$ cat config.mk
export PLATFORM = sky130hd
export DESIGN_NAME = display_scanner_flat
export DESIGN_NICKNAME = d
export VERILOG_FILES = /design/src/rtl/display_scanner_pkg.sv /design/src/rtl/display_scanner_if.sv /design/src/rtl/bin2bcd_seq.sv /design/src/rtl/display_scanner.sv /design/src/flat_wrapper.sv
export SDC_FILE = /design/constraint.sdc
export NUM_CORES = 1
export LEC_CHECK = 0
export ABC_AREA = 1
export CORE_ASPECT_RATIO = 1.5
export CORE_MARGIN = 2
export CORE_UTILIZATION = 60
export CTS_BUF_LIST = sky130_fd_sc_hd__clkbuf_8
export CTS_CLUSTER_DIAMETER = 40
export DETAILED_ROUTE_END_ITERATION = 8
export PLACE_DENSITY = 0.88
export SYNTH_ARGS = -nofsm -noshare
export SYNTH_HDL_FRONTEND = slang
export SYNTH_SLANG_ARGS = --single-unit
$ cat constraint.sdc
create_clock -name clk -period 3.6 [get_ports clk]
set_input_delay 0.72 -clock clk [delete_from_list [all_inputs] [get_ports clk]]
set_output_delay 0.72 -clock clk [all_outputs]
set_load 0.1 [all_outputs]
$ cat src/rtl/display_scanner_pkg.sv
// Shared widths, limits and the BCD digit bundle for the display scanner.
// LEADING_ZERO_BLANK_EN (optional) blanks leading-zero positions in the scan.
package display_pkg;

    localparam int NUM_DIGITS = 4;
    localparam int BCD_W = 4;
    localparam int BIN_W = 14;
    localparam logic [BIN_W-1:0] MAX_VAL = 14'd9999;

    typedef logic [NUM_DIGITS-1:0][BCD_W-1:0] bcd_digits_t;

    // Double-dabble correction: any nibble >= 5 would overflow after the shift.
    function automatic bcd_digits_t dabble_adjust(bcd_digits_t a);
        bcd_digits_t r;
        for (int i = 0; i < NUM_DIGITS; i++) begin
            r[i] = (a[i] >= BCD_W'(5)) ? a[i] + BCD_W'(3) : a[i];
        end
        return r;
    endfunction

endpackage

$ cat src/rtl/display_scanner_if.sv
// Load handshake, status flags and scan outputs of the display scanner.
// LEADING_ZERO_BLANK_EN affects only how the DUT drives an.
interface display_scanner_if;
    import display_pkg::*;

    logic                  load;
    logic [BIN_W-1:0]      value;
    logic                  busy;
    logic                  done;
    logic                  ovf;
    logic [BCD_W-1:0]      digit;
    logic [NUM_DIGITS-1:0] an;

    modport master (
        output load, value,
        input  busy, done, ovf, digit, an
    );

    modport slave (
        input  load, value,
        output busy, done, ovf, digit, an
    );

endinterface

$ cat src/rtl/bin2bcd_seq.sv
// Sequential shift-and-add-3 binary to BCD converter, one bit per cycle.
// done strobes in the cycle before the engine returns idle.
module bin2bcd_seq
    import display_pkg::*;
(
    input  logic             clk,
    input  logic             rst,
    input  logic             start,
    input  logic [BIN_W-1:0] bin,
    output logic             busy,
    output logic             done,
    output bcd_digits_t      bcd
);

    typedef enum logic [1:0] {S_IDLE, S_SHIFT, S_LATCH} state_t;

    state_t                state_q, state_d;
    logic [BIN_W-1:0]      bin_q, bin_d;
    bcd_digits_t           acc_q, acc_d;
    logic [3:0]            cnt_q, cnt_d;
    logic [NUM_DIGITS*BCD_W-1:0] adj;

    always_ff @(posedge clk or posedge rst) begin
        if (rst) begin
            state_q <= S_IDLE;
            bin_q   <= '0;
            acc_q   <= '0;
            cnt_q   <= '0;
        end else begin
            state_q <= state_d;
            bin_q   <= bin_d;
            acc_q   <= acc_d;
            cnt_q   <= cnt_d;
        end
    end

    always_comb begin
        state_d = state_q;
        bin_d   = bin_q;
        acc_d   = acc_q;
        cnt_d   = cnt_q;
        busy    = (state_q != S_IDLE);
        done    = 1'b0;
        adj     = dabble_adjust(acc_q);
        unique case (state_q)
            S_IDLE: begin
                if (start) begin
                    bin_d   = bin;
                    acc_d   = '0;
                    cnt_d   = '0;
                    state_d = S_SHIFT;
                end
            end
            S_SHIFT: begin
                acc_d = {adj[NUM_DIGITS*BCD_W-2:0], bin_q[BIN_W-1]};
                bin_d = bin_q << 1;
                cnt_d = cnt_q + 4'd1;
                if (cnt_q == 4'(BIN_W - 1)) begin
                    state_d = S_LATCH;
                end
            end
            S_LATCH: begin
                done    = 1'b1;
                state_d = S_IDLE;
            end
            default: state_d = S_IDLE;
        endcase
    end

    assign bcd = acc_q;

endmodule

$ cat src/rtl/display_scanner.sv
// Saturating load, BCD conversion and 4-digit multiplexed scan for the display.
// LEADING_ZERO_BLANK_EN: darken positions above the most significant nonzero digit.
module display_scanner
    import display_pkg::*;
#(
    parameter int REFRESH_DIV = 100000
) (
    input  logic              clk,
    input  logic              rst,
    display_scanner_if.slave  bus
);

    localparam int CNT_W = (REFRESH_DIV > 2) ? $clog2(REFRESH_DIV) : 1;
    localparam int IDX_W = $clog2(NUM_DIGITS);

    logic             start;
    logic             sat;
    logic [BIN_W-1:0] bin_sat;
    logic             conv_busy;
    logic             conv_done;
    bcd_digits_t      conv_bcd;

    bcd_digits_t      disp_q, disp_d;
    logic             done_q, done_d;
    logic             ovf_q, ovf_d;
    logic [CNT_W-1:0] cnt_q, cnt_d;
    logic [IDX_W-1:0] idx_q, idx_d;
    logic             lit;

    assign start   = bus.load & ~conv_busy;
    assign sat     = (bus.value > MAX_VAL);
    assign bin_sat = sat ? MAX_VAL : bus.value;

    bin2bcd_seq u_conv (
        .clk   (clk),
        .rst   (rst),
        .start (start),
        .bin   (bin_sat),
        .busy  (conv_busy),
        .done  (conv_done),
        .bcd   (conv_bcd)
    );

    always_ff @(posedge clk or posedge rst) begin
        if (rst) begin
            disp_q <= '0;
            done_q <= 1'b0;
            ovf_q  <= 1'b0;
            cnt_q  <= '0;
            idx_q  <= '0;
        end else begin
            disp_q <= disp_d;
            done_q <= done_d;
            ovf_q  <= ovf_d;
            cnt_q  <= cnt_d;
            idx_q  <= idx_d;
        end
    end

    always_comb begin
        disp_d = conv_done ? conv_bcd : disp_q;
        done_d = conv_done;
        ovf_d  = start ? sat : ovf_q;
        cnt_d  = cnt_q + CNT_W'(1);
        idx_d  = idx_q;
        if (cnt_q == CNT_W'(REFRESH_DIV - 1)) begin
            cnt_d = '0;
            idx_d = idx_q + IDX_W'(1);
        end
    end

`ifdef LEADING_ZERO_BLANK_EN
    // A slot stays lit if it or any higher position holds a nonzero digit.
    always_comb begin
        lit = (idx_q == '0);
        for (int i = 0; i < NUM_DIGITS; i++) begin
            if (i >= int'(idx_q) && disp_q[i] != '0) begin
                lit = 1'b1;
            end
        end
    end
`else
    assign lit = 1'b1;
`endif

    assign bus.an    = lit ? ~(NUM_DIGITS'(1) << idx_q) : '1;
    assign bus.digit = disp_q[idx_q];
    assign bus.busy  = conv_busy;
    assign bus.done  = done_q;
    assign bus.ovf   = ovf_q;

endmodule

$ cat src/flat_wrapper.sv
// flat-port wrapper written by rule: the top's interface ports become plain ports
module display_scanner_flat import display_pkg::*;
#(
    parameter int REFRESH_DIV = 100000
)
  (clk, rst, bus_load, bus_value, bus_busy, bus_done, bus_ovf, bus_digit, bus_an);
  display_scanner_if bus_i ();
  input  logic clk;
  input  logic rst;
  input wire logic [$bits(bus_i.load)-1:0] bus_load;
  input wire logic [$bits(bus_i.value)-1:0] bus_value;
  output wire logic [$bits(bus_i.busy)-1:0] bus_busy;
  output wire logic [$bits(bus_i.done)-1:0] bus_done;
  output wire logic [$bits(bus_i.ovf)-1:0] bus_ovf;
  output wire logic [$bits(bus_i.digit)-1:0] bus_digit;
  output wire logic [$bits(bus_i.an)-1:0] bus_an;
  assign bus_i.load = bus_load;
  assign bus_i.value = bus_value;
  assign bus_busy = bus_i.busy;
  assign bus_done = bus_i.done;
  assign bus_ovf = bus_i.ovf;
  assign bus_digit = bus_i.digit;
  assign bus_an = bus_i.an;
  display_scanner #(.REFRESH_DIV(REFRESH_DIV)) u_core (.clk(clk), .rst(rst), .bus(bus_i));
endmodule
# Word-level counts from Yosys, hierarchy flattened
# Index checks and enable logic that the tools add are counted.
[classes]
addsub = 7
order_cmp = 6
eq_ne = 6
shift = 1
muxes = 18
bitwise_logic = 3
n_reduce_logical = 5
[ops]
columns = ["operator", "count"]
rows = [
  ["case mux 16 bit (2 select lines)", 1],
  ["2-to-1 mux 14 bit", 2],
  ["case mux 14 bit (2 select lines)", 1],
  ["2-to-1 mux 4 bit", 5],
  ["adder 17 x 1 -> 17 bit, second input constant", 1],
  ["== test 17 bit, second input constant", 1],
  ["2-to-1 mux 17 bit", 1],
  ["greater-or-equal comparator 4 x 3 -> 1 bit, second input constant", 4],
  ["2-to-1 mux 16 bit", 1],
  ["greater-than comparator 14 bit, second input constant", 1],
  ["adder 4 x 2 -> 4 bit, second input constant", 3],
  ["binary-select mux 4 bit (select 2 bit)", 1],
  ["case mux 4 bit (2 select lines)", 1],
  ["adder 4 x 1 -> 4 bit, second input constant", 1],
  ["== test 4 bit, second input constant", 1],
  ["2-to-1 mux 2 bit", 2],
  ["NOT 4 bit", 1],
  ["case mux 2 bit (2 select lines)", 1],
  ["AND reduction 2 bit", 2],
  ["nonzero test 2 bit", 2],
  ["<< shifter 1 x 2 -> 4 bit, first input constant", 1],
  ["adder 3 x 2 -> 3 bit, second input constant", 1],
  ["< comparator 2 x 3 -> 1 bit, second input constant", 1],
  ["2-to-1 mux 3 bit", 1],
  ["9 further kinds", 9],
]
[word_totals]
regBits = 73
input_bits = 17
output_inout_bits = 11
wordCells = 61

# Depth between registers and ports, before layout
[logic_depth]
depth_word = 5
ltp_mapped = 9
mapped_depth_nobuf = 9

# Modules after synthesis
# Synthesis repeated with hierarchy kept, for this count alone.
[unflattened]
hier_cells = 489
area_unflattened_um2 = 3888.7
[by_module_without_submodules]
columns = ["mod", "n_inst", "cells_per_inst", "area_per_inst_um2", "seq_area_each_um2"]
rows = [
  ["display_scanner", 1, 244, 1985.7, 925.9],
  ["bin2bcd_seq", 1, 245, 1903.1, 900.9],
]

# Worst setup path before layout
# Ideal clock, no wire load.
[synth_path]
kind = "register -> output"
from = "register u_core.idx_q[0]"
to = "output bus_digit[0]"
arrival_time_ns = 2.243
setup_slack_ns = 0.637
path_stages_with_launch = 5
n_path_buf = 1
path_cell_list = "dfrtp_1 -> buf_2 -> clkinv_1 -> o21ai_0 -> o22ai_1"
[synth_via]
elab_chain_len = 2
[synth_lines]
columns = ["item", "line", "source"]
rows = [
  ["from (decl)", "display_scanner.sv:27", "logic [IDX_W-1:0] idx_q, idx_d;"],
  ["from (signal assigned)", "display_scanner.sv:56", "idx_q <= idx_d;"],
  ["binary-select mux 4 bit (select 2 bit)", "display_scanner.sv:87", "assign bus.digit = disp_q[idx_q];"],
  ["2-to-1 mux 4 bit (implied by the code)", "display_scanner.sv:87", ""],
  ["to (decl)", "flat_wrapper.sv:15", "output wire logic [$bits(bus_i.digit)-1:0] bus_digit;"],
]
# No other way between the ends. The select of a mux whose other input is x is not followed.

# Final worst setup path
[layout_path]
from = "register u_core.idx_q[0]"
to = "output bus_digit[2]"
# The elaborated chain is that of the path after synthesis.

==> results.md <==
- P_int: 1.94 mW
- Clock net sink count: 73
- Outcome: finished clean
- Drt initial violations: 181
- Synthesis-stage register bit count: 73
- Worst skew pair latency: 0.35 ns
- Via Count: 3171
- Largest net degree at the start of global routing: 34
- DRT Pass-1 Iters: 4
- Max Clock Freq: 373 MHz
- Final-layout fill cell count: 463
- Core Region: 6090 sq um
- Final #Nets: 543
- Min-delay src: u_core.u_conv.bin_q[12]$_DFFE_PP0P_
- Seq pwr share: 39.1%
- Worst ir drop on vdd: 533 uV
- Hpwl dp: 5740 um
- Kind of path behind the tightest hold check: reg -> reg
- Critical path fanouts, max: 12
- First-pass GRT wire length: 13400 um
- Final Power: 3.32 mW
- Ys async rst share: 100%
- Top Ports: 28
- Mux cell area share after synthesis: 0%
- Hold_ws: 0.491 ns
- Finished Layout Cells: 590
- Clock Power Share: 21.8%
- Worst reg-to-reg setup slack: 1.83 ns
- Static leakage: 2.16 nW
- Final Setup Violations: 0
- Max Buffers Root-to-Sink: 2
- Post-synthesis cell count: 483
- Worst Tran Pin Value: 0.983 ns
- Die area: 6940 sq um
- Fraction of layout instances using a drive strength above 1: 7.75%
- Total GRT Usage: 25.8%
- Slew Viols, Final: 0
- Worst setup EP type: output port
- Routed WL: 8010 um
- Setup crit start kind: flip-flop
- # rows: 35
- Sw Share: 41.7%
- Postcts setup bufs: 0
- Fin. Hold Viols: 0
- Logic gate share of total power: 39.1%
- Yosys warns: 0
- Vias in the first global route: 3285
- Net Switching: 1.39 mW
- Seq/Total Area, Yosys: 48.5%
- Die X: 68.7 um
- EDFF count, synth: 0
- H-tree Lvls: 3
- Post-CTS Resized: 0
- Starting density of the core: 61.8%
- Headroom to the max-slew limit: 34.3%
- Synth Area in Simple Gates: 25.9%
- Reg clk slew, reported paths: 0.08 ns
- Fin Setup TNS: 0 ns
- Period utilization: 74.6%
- Max-cap violation count: 0
- Register area: 1830 sq um
- Cell variety after synth: 25
- Cells after DPL: 574
- CTS buffer count: 9
- Die Y: 101 um
- Antenna Cells: 0
- DRT antenna net count: 0
- CP required: 2.88 ns
- Hold Path End: u_core.u_conv.bin_q[12]$_DFFE_PP0P_
- Syn Nets: 515
- Unrepaired setup endpoints after global routing: false
- Minimum clock period: 2.68 ns
- DR WL/cell: 13.6 um
- Remaining DRCs: 0
- Hold Path Stages: 2
- Netlist Area Pre-Place: 3760 sq um
- Post-cts hold buffer count: 0
- Area delta synth->final: 13.9%
- Reg2reg start: u_core.u_conv.state_q[0]$_DFFE_PP0P_
- Initial antenna violation count: 0
- Total gr overflow: 0
- Place WS: 1.16 ns
- Vias per std cell: 5.37
- CTS Root Cell: clkbuf_8
- Arr. time, crit path: 1.96 ns
- Synth Area in Compound Gates: 10.6%
- Synth Area in Adders: 4.99%
- Final worst slack: 0.916 ns
- Mean Syn Cell Area: 7.79 sq um
- Largest family of logic cells by synthesized area: simple AND/OR/NAND/NOR gates
- Setup CP Type: reg -> out
- Multi-input logic area: 1650 sq um
- Number of I/O port buffers: 27
- Setup Skew: 0.00833 ns
- Global placer's final weighted congestion: 0.831
- Synth Area in XOR/XNOR: 2.33%
- TritonCTS clock tree: built
- Worst r2r path cells: 6
- R2R Path End: u_core.u_conv.bin_q[6]$_DFFE_PP0P_
- Pwr per Cell Area: 775 nW/um^2
- Ys flop type: dfrtp_1
-- state kept, by name, indices dropped and copies added, names as in the netlist --
| signal | cells |
|---|---|
| u_core.disp_q | 16 |
| u_core.bus.done | 1 |
| u_core.bus.ovf | 1 |
| u_core.idx_q | 2 |
| u_core.u_conv.cnt_q | 4 |
| u_core.u_conv.state_q | 2 |
| u_core.u_conv.bin_q | 14 |
| u_core.u_conv.bcd | 16 |
| u_core.cnt_q | 17 |
-- power groups by stage --
stage          Sequential [mW]  Clock (mW)  Combinational [mW]
4_1_cts                   1.30       0.734                1.31
3_5_place_dp              1.31           0                1.30
5_1_grt                   1.33       0.770                1.47
3_3_place_gp              1.29           0                1.22
2_1_floorplan             1.29           0                1.00
6_report                  1.30       0.726                1.30
-- critical path, cell delays in order, from the launching register on --
cell and delay, ns:
dfrtp_1 0.57, clkinv_1 0.36, o21ai_0 0.32, o22ai_1 0.12
buf_4 0.25
-- cells in the final DEF, fill, tap and decap left out, types with 6 or more instances in the layout --
| cell | synthesis | final |
|---|---|---|
| clkbuf_8 | 0 | 11 |
| ha_1 | 15 | 15 |
| nand2_2 | 6 | 6 |
| o21ai_0 | 44 | 44 |
| clkdlybuf4s50_1 | 0 | 19 |
| a21oi_1 | 7 | 7 |
| inv_1 | 58 | 57 |
| nor2_1 | 57 | 57 |
| buf_4 | 2 | 10 |
| xor2_1 | 10 | 10 |
| nand3_1 | 26 | 26 |
| o22ai_1 | 11 | 11 |
| nand2_1 | 140 | 140 |
| dfrtp_1 | 73 | 73 |
-- synthesized netlist by cell type (4+ instances only) --
master	count	area share [%]
a21oi_1	7	0.93
xor2_1	10	2.3
a22oi_1	4	0.80
inv_1	58	5.8
buf_2	8	1.1
nand2_2	6	1.0
nand2_1	140	14
nand3_1	26	3.5
o22ai_1	11	1.8
o21ai_1	4	0.53
ha_1	15	5.0
o21ai_0	44	5.8
dfrtp_1	73	49
nor2_2	4	0.66
nor2_1	57	5.7
-- kinds of logic after synthesis --
group / count (synthesis)
adders and majority gates: 15
buffers and inverters: 73
and+or+nand+nor: 239
AOI/OAI and AO/OA: 73
DFF: 73
xor gates and xnor gates: 10
-- metrics by stage --
stage               util [%]  area (sq um)
floorplan                  -          3760
global placement        66.7          4060
detailed placement      66.7          4060
CTS                     70.5          4290
global route            70.5          4290
finish                  70.5          4290
-- layer usage --
| layer | up-vias | share of wire (%) | GRT usage (%) |
|---|---|---|---|
| met5 | - | 0 | 0 |
| met4 | 0 | 2.6 | 11.4 |
| met3 | 21 | 3.0 | 5.36 |
| met2 | 61 | 55 | 46.6 |
| met1 | 1506 | 40 | 27.7 |
| li1 | 1583 | - | - |
-- area by class of cell --
type,instances,share of cell area [%]
repair buffers,29,6.18
well taps,74,2.16
inverters,61,5.34
multi-input cells,337,38.4
flip-flops and latches,73,42.6
clock inverters,5,1.81
clock buffers,11,3.53
-- worst max path at each step --
stage,endpoint,cells after the start,start
finish,bus_digit[2],4,u_core.idx_q[0]$_DFFE_PP0N_
global route,bus_digit[2],4,u_core.idx_q[0]$_DFFE_PP0N_
CTS,bus_busy,3,u_core.u_conv.state_q[0]$_DFFE_PP0P_
detailed placement,u_core.u_conv.bin_q[4]$_DFFE_PP0P_,6,bus_load
global placement,u_core.u_conv.bin_q[5]$_DFFE_PP0P_,6,bus_load
floorplan,bus_digit[0],4,u_core.idx_q[0]$_DFFE_PP0N_
Note: power is estimated with default switching activity, not from simulation.
